[config.mk]
export PLATFORM = sky130hd
export DESIGN_NAME = csel_split_n_sync
export DESIGN_NICKNAME = d
export VERILOG_FILES = /design/src/rtl/csel_pkg.sv /design/src/rtl/free_pend_latch.sv /design/src/rtl/csel_split_n_sync.sv
export SDC_FILE = /design/constraint.sdc
export NUM_CORES = 1
export LEC_CHECK = 0
export ABC_CLOCK_PERIOD_IN_PS = 2800
export CAP_MARGIN = 40
export CORE_AREA = 2 2 45 47
export CTS_BUF_LIST = sky130_fd_sc_hd__clkbuf_16
export DETAILED_ROUTE_END_ITERATION = 10
export DIE_AREA = 0 0 47 49
export PLACE_DENSITY = 0.75
export SETUP_SLACK_MARGIN = 0.05
export SYNTH_ARGS = -nofsm -noshare
export SYNTH_HDL_FRONTEND = slang
export SYNTH_SLANG_ARGS = --single-unit
[constraint.sdc]
create_clock -name clk -period 2.8 [get_ports clk]
set_input_delay 0.7 -clock clk [delete_from_list [all_inputs] [get_ports clk]]
set_output_delay 0.7 -clock clk [all_outputs]
set_load 0.1 [all_outputs]
[src/rtl/csel_pkg.sv]
// Shared types and constants for the clocked N-way conditional split.
package csel_pkg;

  typedef enum logic [1:0] {
    StIdle,
    StWait,
    StHold,
    StFree
  } state_e;

  localparam int unsigned CNT_W = 4;

  // Channel-select width; never narrower than one bit.
  function automatic int unsigned selWidth(input int unsigned n);
    return (n <= 2) ? 1 : $clog2(n);
  endfunction

endpackage

[src/rtl/free_pend_latch.sv]
// Saturating one-bit free-pending flag for a single downstream channel.
module free_pend_latch #(
  parameter logic InitVal = 1'b0
) (
  input  logic clk,
  input  logic rst,
  input  logic setPulse,
  input  logic consume,
  output logic pend,
  output logic effFree
);

  logic pendQ;

  // A new pulse coinciding with a consume keeps the flag set.
  always_ff @(posedge clk or negedge rst) begin
    if (!rst) begin
      pendQ <= InitVal;
    end else begin
      pendQ <= (pendQ & ~consume) | setPulse;
    end
  end

  assign pend    = pendQ;
  assign effFree = pendQ | setPulse;

endmodule

[src/rtl/csel_split_n_sync.sv]
// Routes one token per drive pulse to one of N_OUT channels and returns a delayed free upstream.
// Optional macro CSEL_SEL_ERR_EN adds a sticky o_selErr flag for non-one-hot selects.
module csel_split_n_sync
  import csel_pkg::*;
#(
  parameter int unsigned      N_OUT     = 4,
  parameter int unsigned      FREE_DLY  = 2,
  parameter logic [N_OUT-1:0] INIT_FREE = '0
) (
  input  logic             clk,
  input  logic             rst,
  input  logic             i_drive,
  input  logic [N_OUT-1:0] i_valid,
  input  logic [N_OUT-1:0] i_freeNext,
  output logic             o_free,
  output logic [N_OUT-1:0] o_driveNext,
  output logic             o_busy
`ifdef CSEL_SEL_ERR_EN
  ,
  output logic             o_selErr
`endif
);

  localparam int unsigned SelW = selWidth(N_OUT);

  state_e           stateQ, stateD;
  logic [SelW-1:0]  selQ, selD;
  logic [CNT_W-1:0] cntQ, cntD;
  logic [N_OUT-1:0] driveQ, driveD;
  logic             freeQ, busyQ;
  logic [N_OUT-1:0] freePend, effFree, consume;
  logic [SelW-1:0]  lowIdx;
  logic             accept;

  for (genvar k = 0; k < N_OUT; k++) begin : gen_latch
    free_pend_latch #(
      .InitVal(INIT_FREE[k])
    ) u_latch (
      .clk     (clk),
      .rst     (rst),
      .setPulse(i_freeNext[k]),
      .consume (consume[k]),
      .pend    (freePend[k]),
      .effFree (effFree[k])
    );
  end

  always_comb begin
    lowIdx = '0;
    for (int i = N_OUT - 1; i >= 0; i--) begin
      if (i_valid[i]) lowIdx = SelW'(i);
    end
  end

`ifdef CSEL_SEL_ERR_EN
  logic validOneHot;
  logic selErrQ;

  assign validOneHot = (i_valid != '0) && ((i_valid & (i_valid - N_OUT'(1))) == '0);
  assign accept      = validOneHot;

  always_ff @(posedge clk or negedge rst) begin
    if (!rst) begin
      selErrQ <= 1'b0;
    end else if (stateQ == StIdle && i_drive && !validOneHot) begin
      selErrQ <= 1'b1;
    end
  end

  assign o_selErr = selErrQ;
`else
  assign accept = |i_valid;
`endif

  always_comb begin
    stateD  = stateQ;
    selD    = selQ;
    cntD    = cntQ;
    driveD  = '0;
    consume = '0;
    case (stateQ)
      StIdle: begin
        if (i_drive) begin
          if (accept) begin
            selD           = lowIdx;
            driveD[lowIdx] = 1'b1;
            stateD         = StWait;
          end else if (FREE_DLY == 0) begin
            // Dropped token: release upstream without waiting on a channel.
            stateD = StFree;
          end else begin
            cntD   = CNT_W'(FREE_DLY);
            stateD = StHold;
          end
        end
      end
      StWait: begin
        if (effFree[selQ]) begin
          consume[selQ] = 1'b1;
          if (FREE_DLY == 0) begin
            stateD = StFree;
          end else begin
            cntD   = CNT_W'(FREE_DLY);
            stateD = StHold;
          end
        end
      end
      StHold: begin
        if (cntQ == CNT_W'(1)) begin
          stateD = StFree;
        end else begin
          cntD = cntQ - CNT_W'(1);
        end
      end
      StFree: stateD = StIdle;
      default: stateD = StIdle;
    endcase
  end

  always_ff @(posedge clk or negedge rst) begin
    if (!rst) begin
      stateQ <= StIdle;
      selQ   <= '0;
      cntQ   <= '0;
      driveQ <= '0;
      freeQ  <= 1'b0;
      busyQ  <= 1'b0;
    end else begin
      stateQ <= stateD;
      selQ   <= selD;
      cntQ   <= cntD;
      driveQ <= driveD;
      freeQ  <= (stateD == StFree);
      busyQ  <= (stateD != StIdle);
    end
  end

  assign o_driveNext = driveQ;
  assign o_free      = freeQ;
  assign o_busy      = busyQ;

endmodule

# After elaboration in Yosys (flattened, before gate mapping)
# Index checks and enable logic that the tools add are counted.
# op_classes
add_sub_neg	1
order_cmp	4
n_eq_ne	9
n_mux	25
bitwise_logic	16
reduce_logical	8
# ops
cell	count
4-bit 2-to-1 mux	9
2-bit 2-to-1 mux	8
4-bit one-hot mux with 3 select lines	1
2-bit != test (second input constant)	4
1-bit OR	8
2-bit one-hot mux with 4 select lines	1
2-bit == test (second input constant)	3
2-bit by 3-bit < comparator with 1-bit output (second input constant)	2
5-bit AND reduction	1
1-bit AND	4
1-bit demux with 2-bit select	2
4-bit by 1-bit == test with 1-bit output (second input constant)	1
2-bit by 1-bit >= comparator with 1-bit output (second input constant)	2
1-bit inverter	4
4-bit OR reduction	1
4-bit by 1-bit subtractor with 4-bit output (second input constant)	1
1-bit 2-to-1 mux	3
3-bit AND reduction	1
3-bit nonzero test	1
1-bit binary-select mux with 2-bit select	1
2-bit by 1-bit == test with 1-bit output (second input constant)	1
1-bit logical AND	2
2-bit zero test	1
2-bit nonzero test	1
# word_totals
register_bits	18
input_bits	11
output_inout_bits	6
word_cells	73

# Depth between registers and ports, before layout
# Gate-level depths: netlist of run 1.
# depth
word_depth	11
mapped_depth	6
mapped_depth_nobuf	6

# Cells and area by module
# Synthesis of run 1 repeated with hierarchy kept, for this count alone.
# unflattened
cells_unflattened	82
hier_area_um2	864.6
# by_module_without_submodules
module	instances	cells_each	area_each_um2	seq_area_each_um2
csel_split_n_sync	1	66	694.4	350.3
free_pend_latch	4	4	42.5	25.0

# Worst setup path before layout of run 1
# OpenSTA, ideal clock, no wires.
# synth_path
path_type	input to register
from	input i_freeNext[3]
to	register stateQ[0]
setup_ns	0.124
arrival_ns	1.560
required_ns	2.676
path_slack_ns	1.116
cell_stages	3
path_buffers	0
path_cell_list	nor4bb_1 -> or4_4 -> a211o_2
# synth_via
elab_chain_len	5
# synth_rtl
item	line	text
start: declaration	csel_split_n_sync.sv:14	input logic [N_OUT-1:0] i_freeNext,
1-bit OR	free_pend_latch.sv:25	assign effFree = pendQ | setPulse;
1-bit binary-select mux with 2-bit select	csel_split_n_sync.sv:98	if (effFree[selQ]) begin
1-bit 2-to-1 mux (implied by the code)	csel_split_n_sync.sv:98	
2-bit 2-to-1 mux	csel_split_n_sync.sv:98	
2-bit one-hot mux with 4 select lines	csel_split_n_sync.sv:81	case (stateQ)
net stateD[0]	csel_split_n_sync.sv:26	state_e stateQ, stateD;
end signal: assignment	csel_split_n_sync.sv:122	stateQ <= StIdle;
end signal: assignment	csel_split_n_sync.sv:129	stateQ <= stateD;
end: declaration	csel_split_n_sync.sv:26	
# The timed path passes the listed nets, and every way through them passes these cells. The select of a mux whose other input is x is not followed.
# A chain may end at the register's enable or synchronous reset.

# Worst setup path after layout of run 1
# layout_path
from	input i_freeNext[3]
to	register cntQ[0]
# layout_via
elab_chain_len	5
# layout_rtl
item	line	text
1-bit OR	free_pend_latch.sv:25	
1-bit binary-select mux with 2-bit select	csel_split_n_sync.sv:98	
1-bit 2-to-1 mux (implied by the code)	csel_split_n_sync.sv:98	
2-bit != test (no source line)	--	
5-bit AND reduction (no source line)	--	
end signal: assignment	csel_split_n_sync.sv:131	cntQ <= cntD;
end: declaration	csel_split_n_sync.sv:28	logic [CNT_W-1:0] cntQ, cntD;
# No other way between the ends. The select of a mux whose other input is x is not followed.

==> impl_metrics.csv, run 1 <==
group,metric,value,unit
outcome,outcome,"completed",
floorplanning,dieWidth,47,µm
critical_path,crit_path_end_kind,"flop",
critical_path,start_kind,"input port",
floorplanning,die_y,49,µm
floorplanning,die_area,2303,µm²
route,drt_wl_total,1.583,mm
logic_synthesis,syn_area,875.8,µm²
route,antenna_left,0,
logic_synthesis,synth_edf_count,0,
sta,slew_headroom,49.79,%
sta,setup_viol,0,
clocking,cts.path.max_buffers,2,
logic_synthesis,async_flop_share,100.0,%
sta,fin_worst_skew,5.102,ps
route,routedWlPerCell,12.18,µm
placement,dp_cells,127,
power,p_comb_share,37.7,%
sta,fmax,501.7,MHz
power,peakVddDrop,0.6304,mV
final_layout,drive_above_1_share,14.56,%
sta,final_hold_viol_count,0,
clocking,clockRootBuffer,"clkbuf_16",
sta,tns,0,ps
logic_synthesis,synth-seq-area-share,51.43,%
logic_synthesis,synthDistinctLibCells,32,
clocking,ctsHoldBuffers,0,
clocking,insertion_delay,250,ps
logic_synthesis,yosys_warnings,0,
sta,period_minus_slack,1993,ps
power,switching_share,38.98,%
clocking,clock-sinks,18,
final_layout,nets,118,
placement,io_buffers,16,
final_layout,insertedDiodeCount,0,
route,dr.max_layer_used,"met4",
sta,finalMaxSlewViolations,0,
critical_path,cp.arrival,2120,ps
clocking,postCtsResizedCells,0,
global_route,antenna_found_initial,0,
route,vias_per_cell,5.346,
sta,post-route-period-util,71.18,%
floorplanning,initial_utilization,47.55,%
global_route,grt_pass1_vias,693,
power,pwr-share-seq,37.5,%
final_layout,syn_to_final_growth,26.43,%
logic_synthesis,synth_ff_type,"dfrtp_1",
placement,gp_congestion,0.7493,
critical_path,critPathMaxFanout,4,
logic_synthesis,synth_cells,87,
global_route,globalRouteOverflowTotal,0,
route,drt-pass1-iter-count,4,
critical_path,required,2930,ps
global_route,grt_usage,18.11,%
logic_synthesis,ys_ff_latch,18,
route,dr_wl_met2,789,µm
global_route,grt_first_pass_wirelength,2.946,mm
global_route,grt_start_max_net_pins,19,
clocking,path_clk_slew,50,ps
final_layout,stdcell_count,130,
power,power.internal,0.6881,mW
sta,rsz0062_at_grt,"false",
hold_path,hold_path.class,"flop to flop",
power,netSwitchingPower,0.4396,mW
route,drt-initial-drc-count,14,
route,drc_errors,0,
clocking,cts_tree,"done",
floorplanning,ioPinCount,17,
logic_synthesis,avgSynthCellArea,10.07,µm²
power,pwr_density_cell,1018,nW/µm²
clocking,postCtsSetupBuffers,0,
route,wl_met3,66,µm
power,leakage,0.4732,nW
floorplanning,num_rows,16,
route,num_vias,695,
floorplanning,core,1842,µm²
job,max_cap_violations,0,
logic_synthesis,synth_nets,100,
power,p_clk_share,24.7,%
clocking,cts_inserted_buffers,3,
sta,tightest_slew,750.7,ps
clocking,cts.htree.levels,1,
critical_path,path_class,"input port to flop",
route,wl_met1,676,µm
placement,hpwl,1.119,mm
sta,fin_hold_ws,475.5,ps
-- worst paths after layout --
check                                          startpoint                        end  slack (ps)  cells past startpoint
worst max register to register                    cntQ[1]                    cntQ[1]        1090                      6
max in group asynchronous                             rst             o_driveNext[3]        1430                      1
worst min register to register  gen_latch[2].u_latch.pend  gen_latch[2].u_latch.pend         480                      1
worst min-delay path            gen_latch[2].u_latch.pend  gen_latch[2].u_latch.pend         480                      1
worst max-delay path                        i_freeNext[3]                    cntQ[0]         810                      5
min in group asynchronous                             rst  gen_latch[2].u_latch.pend         900                      1
-- kinds of logic after synthesis --
group / count (synthesis) / share of synthesized area [%]
flops: 18 / 51.43
fa+ha+maj: 2 / 2.857
simple gates: 41 / 26.86
buf+inv: 8 / 5.142
compound gates: 18 / 13.71
-- power by group through the flow --
stage	clock [mW]	sequential [mW]	combinational, mW
final	0.279	0.423	0.425
after global routing	0.293	0.442	0.478
after CTS	0.283	0.421	0.431
after detailed placement	0	0.425	0.426
after global placement	0	0.423	0.416
after floorplan	0	0.468	0.308
-- state kept, by name, summed over array words and instances, names as in the netlist --
register / count
o_driveNext: 4
gen_latch.u_latch.pend: 4
cntQ: 4
selQ: 2
o_free: 1
stateQ: 2
o_busy: 1
-- layer usage --
metal / up-vias / track usage [%]
li1: 346 / -
met1: 330 / 21.88
met2: 15 / 27.40
met3: 4 / 4.074
met4: 0 / 12.50
met5: - / 0
-- through the flow --
stage | total power, mW | util (%) | setup WS, ps | instance area [µm²]
CTS | 1.134 | 60.12 | 794.5 | 1107
floorplan | 0.7758 | - | 1116 | 875.8
global placement | 0.8392 | 56.05 | 588.4 | 1032
finish | 1.128 | 60.12 | 806.9 | 1107
global route | 1.214 | 60.12 | 664.5 | 1107
detailed placement | 0.8512 | 56.05 | 535.3 | 1032
-- critical path, stage by stage --
cell	delay, ps
clkdlybuf4s50_1	480
nor4bb_1	60
or4_4	550
o21ai_2	220
o21ai_0	110
-- placed cells by master (no fill, tap or decap), types with 2 or more instances in the layout --
cell	netlist	routed
dfrtp_1	18	18
nor2_1	10	10
clkdlybuf4s50_1	0	10
buf_4	0	7
inv_1	4	4
nand2_1	4	4
nand2b_1	4	4
nor3_1	4	4
o21ai_0	4	4
nor4_1	3	3
a21oi_1	3	3
nand3_1	3	3
clkbuf_16	0	3
nor4b_1	2	2
nor2b_1	2	2
nor3b_1	2	2
a21o_1	2	2
a31oi_1	2	2
ha_1	2	2
-- synthesized netlist by cell type, types with 2 or more instances --
cell | n | area (µm²)
a21o_1 | 2 | 15.01
a21oi_1 | 3 | 15.01
a31oi_1 | 2 | 12.51
buf_6 | 2 | 22.52
clkbuf_1 | 2 | 7.510
dfrtp_1 | 18 | 450.4
ha_1 | 2 | 25.02
inv_1 | 4 | 15.01
nand2_1 | 4 | 15.01
nand2b_1 | 4 | 25.02
nand3_1 | 3 | 15.01
nor2_1 | 10 | 37.54
nor2b_1 | 2 | 12.51
nor3_1 | 4 | 20.02
nor3b_1 | 2 | 15.01
nor4_1 | 3 | 18.77
nor4b_1 | 2 | 17.52
o21ai_0 | 4 | 20.02
-- cell type report --
| type | instances | area [µm²] |
|---|---|---|
| flip-flops and latches | 18 | 450.4 |
| multi-input cells | 61 | 380.4 |
| repair buffers | 17 | 152.6 |
| fillers | 164 | 734.5 |
| well taps | 27 | 33.78 |
| inverters | 4 | 15.01 |
| clock buffers | 3 | 75.07 |
Note: power is estimated with default switching activity, not from simulation.
==> inputs of run 2 (changes only) <==
--- a/config.mk
+++ b/config.mk
@@ -5,13 +5,13 @@
 export SDC_FILE = /design/constraint.sdc
 export NUM_CORES = 1
 export LEC_CHECK = 0
-export ABC_CLOCK_PERIOD_IN_PS = 2800
+export ABC_CLOCK_PERIOD_IN_PS = 1700
 export CAP_MARGIN = 40
-export CORE_AREA = 2 2 45 47
+export CORE_AREA = 2 2 48 50
 export CTS_BUF_LIST = sky130_fd_sc_hd__clkbuf_16
 export DETAILED_ROUTE_END_ITERATION = 10
-export DIE_AREA = 0 0 47 49
-export PLACE_DENSITY = 0.75
+export DIE_AREA = 0 0 50 52
+export PLACE_DENSITY = 0.7
 export SETUP_SLACK_MARGIN = 0.05
 export SYNTH_ARGS = -nofsm -noshare
 export SYNTH_HDL_FRONTEND = slang
==> constraint.sdc (replaced) <==
create_clock -name clk -period 1.7 [get_ports clk]
set_input_delay 0.425 -clock clk [delete_from_list [all_inputs] [get_ports clk]]
set_output_delay 0.425 -clock clk [all_outputs]
set_load 0.1 [all_outputs]
==> run 2 against run 1 <==
Register-to-register slack got worse by 990 ps. Final cell count rose by 10%. First-iteration DRC count rose by 7.1%. Largest power group unchanged. Power rose by 84%. Sequential power rose by 65%. Via count rose by 9.5%. Count of clock-buffer cells in the layout did not move. Non-clock buffer count rose by 11.
==> impl_metrics.csv, run 2 (synthesis results as in run 1) <==
group,metric,value,unit
power,leakage,0.5528,nW
final_layout,nets,129,
power,power.internal,1.272,mW
floorplanning,initial_utilization,41.59,%
global_route,grt_first_pass_wirelength,3.270,mm
critical_path,start_kind,"input port",
route,drc_errors,0,
route,drt-initial-drc-count,15,
route,num_vias,761,
final_layout,drive_above_1_share,24.35,%
final_layout,mostFrequentLayoutCells,"dfrtp_1, buf_4, nor2_1, clkdlybuf4s50_1, buf_12",
critical_path,rr_worst_depth,6,
global_route,grt_usage,17.10,%
floorplanning,die_y,52,µm
sta,finalMaxSlewViolations,0,
critical_path,cp.arrival,1750,ps
sta,post-route-period-util,95.14,%
hold_path,min_path_cells,1,
power,switching_share,38.61,%
hold_path,min_from,"gen_latch[3].u_latch.pend",
final_layout,insertedDiodeCount,0,
route,drt-pass1-iter-count,4,
critical_path,path_class,"input port to flop",
critical_path,required,1840,ps
floorplanning,core,2106,µm²
route,drt_wl_total,1.949,mm
placement,gp_congestion,0.7013,
critical_path,crit_path_end_kind,"flop",
clocking,cts.path.max_buffers,2,
clocking,clock-sinks,18,
sta,tns,0,ps
power,peakVddDrop,0.9959,mV
final_layout,syn_to_final_growth,46.57,%
final_layout,post-route-util,60.96,%
route,routedWlPerCell,13.63,µm
clocking,path_clk_slew,50,ps
sta,setup_viol,0,
critical_path,reg2reg_from,"cntQ[1]",
sta,fin_worst_skew,1.506,ps
critical_path,critPathMaxFanout,3,
floorplanning,die_area,2600,µm²
global_route,grt_start_max_net_pins,19,
sta,tightest_slew,351.7,ps
sta,rsz0062_at_grt,"false",
floorplanning,num_rows,17,
route,vias_per_cell,5.322,
clocking,cts_inserted_buffers,3,
placement,io_buffers,16,
power,netSwitchingPower,0.8000,mW
power,finalPower,2.072,mW
sta,fmax,618.3,MHz
power,pwr-share-seq,33.6,%
power,p_comb_share,43.6,%
clocking,insertion_delay,250,ps
sta,final_hold_viol_count,0,
sta,period_minus_slack,1617,ps
placement,hpwl,1.393,mm
final_layout,layout_commonest_cell,"dfrtp_1",
critical_path,reg2reg_slack,100,ps
hold_path,holdPathEnd,"gen_latch[3].u_latch.pend",
job,max_cap_violations,0,
route,antenna_left,0,
global_route,globalRouteOverflowTotal,0,
outcome,outcome,"completed",
sta,slew_headroom,76.51,%
hold_path,hold_path.class,"flop to flop",
floorplanning,dieWidth,50,µm
power,pwr_density_cell,1614,nW/µm²
global_route,antenna_found_initial,0,
clocking,cts_tree,"done",
clocking,clockRootBuffer,"clkbuf_16",
clocking,cts.htree.levels,1,
global_route,grt_pass1_vias,761,
power,p_clk_share,22.8,%
floorplanning,ioPinCount,17,
critical_path,reg2reg_to,"cntQ[1]",
run 2: cell count changes in the layout (fill, tap and decap cells not counted), sizes merged:
cell / change
clkinv: +1
clkdlybuf4s50: -3
dlygate4sd2: +3
buf: +11
run 2: worst max-delay path, stage by stage:
cell             delay, ps
clkdlybuf4s50_1        480
nor4_1                  60
or4_4                  450
a211o_2                340
run 2: power groups by stage:
| stage | sequential (mW) | combinational, mW | clock (mW) |
|---|---|---|---|
| 3_3_place_gp | 0.686 | 0.823 | 0 |
| 4_1_cts | 0.692 | 0.880 | 0.481 |
| 5_1_grt | 0.716 | 0.976 | 0.499 |
| 3_5_place_dp | 0.696 | 0.841 | 0 |
| 2_1_floorplan | 0.771 | 0.507 | 0 |
| 6_report | 0.696 | 0.904 | 0.472 |
run 2: per-layer routing:
| layer | share of wire [%] | vias up | wire [µm] | GRT usage (%) |
|---|---|---|---|---|
| met3 | 4.7 | 4 | 92 | 2.586 |
| met1 | 39 | 365 | 765 | 18.15 |
| li1 | - | 367 | - | - |
| met2 | 53 | 25 | 1039 | 30.70 |
| met5 | 0 | - | 0 | 0 |
| met4 | 2.6 | 0 | 51 | 12.50 |
run 2: stage by stage:
step,instances,area (µm²),hold slack (ps),worst slack [ps]
2_1_floorplan,87,875.8,129.4,104.1
3_3_place_gp,138,1184,461.8,-225.4
3_5_place_dp,138,1184,471.5,-269.5
4_1_cts,142,1274,483.3,81.41
5_1_grt,143,1284,508.2,51.11
6_report,143,1284,479.2,82.59
run 2: cell type report:
type / instances / area (µm²)
Inverter: 4 / 15.01
Multi-Input combinational cell: 61 / 397.9
Clock inverter: 1 / 3.754
Sequential cell: 18 / 450.4
Tap cell: 28 / 35.03
Clock buffer: 3 / 75.07
Fill cell: 161 / 822.0
Timing Repair Buffer: 28 / 306.5
run 2: what timing repair did:
| item | in CTS | in global routing |
|---|---|---|
| hold buffers | 0 | 0 |
| pin swaps | 4 | 1 |
| setup buffers | 0 | 1 |
| setup endpoints to repair | 5 | 3 |
| resized for setup | 6 | 2 |
run 2: worst max-delay path by stage:
stage                  start        end  slack, ps  cells after the start
4_1_cts              cntQ[1]    cntQ[1]         80                      6
2_1_floorplan        cntQ[1]    cntQ[1]        100                      6
3_5_place_dp   i_freeNext[3]    cntQ[0]       -270                      5
5_1_grt              i_drive    selQ[0]         50                      6
6_report       i_freeNext[0]  stateQ[0]         80                      4
3_3_place_gp   i_freeNext[3]  stateQ[0]       -230                      4
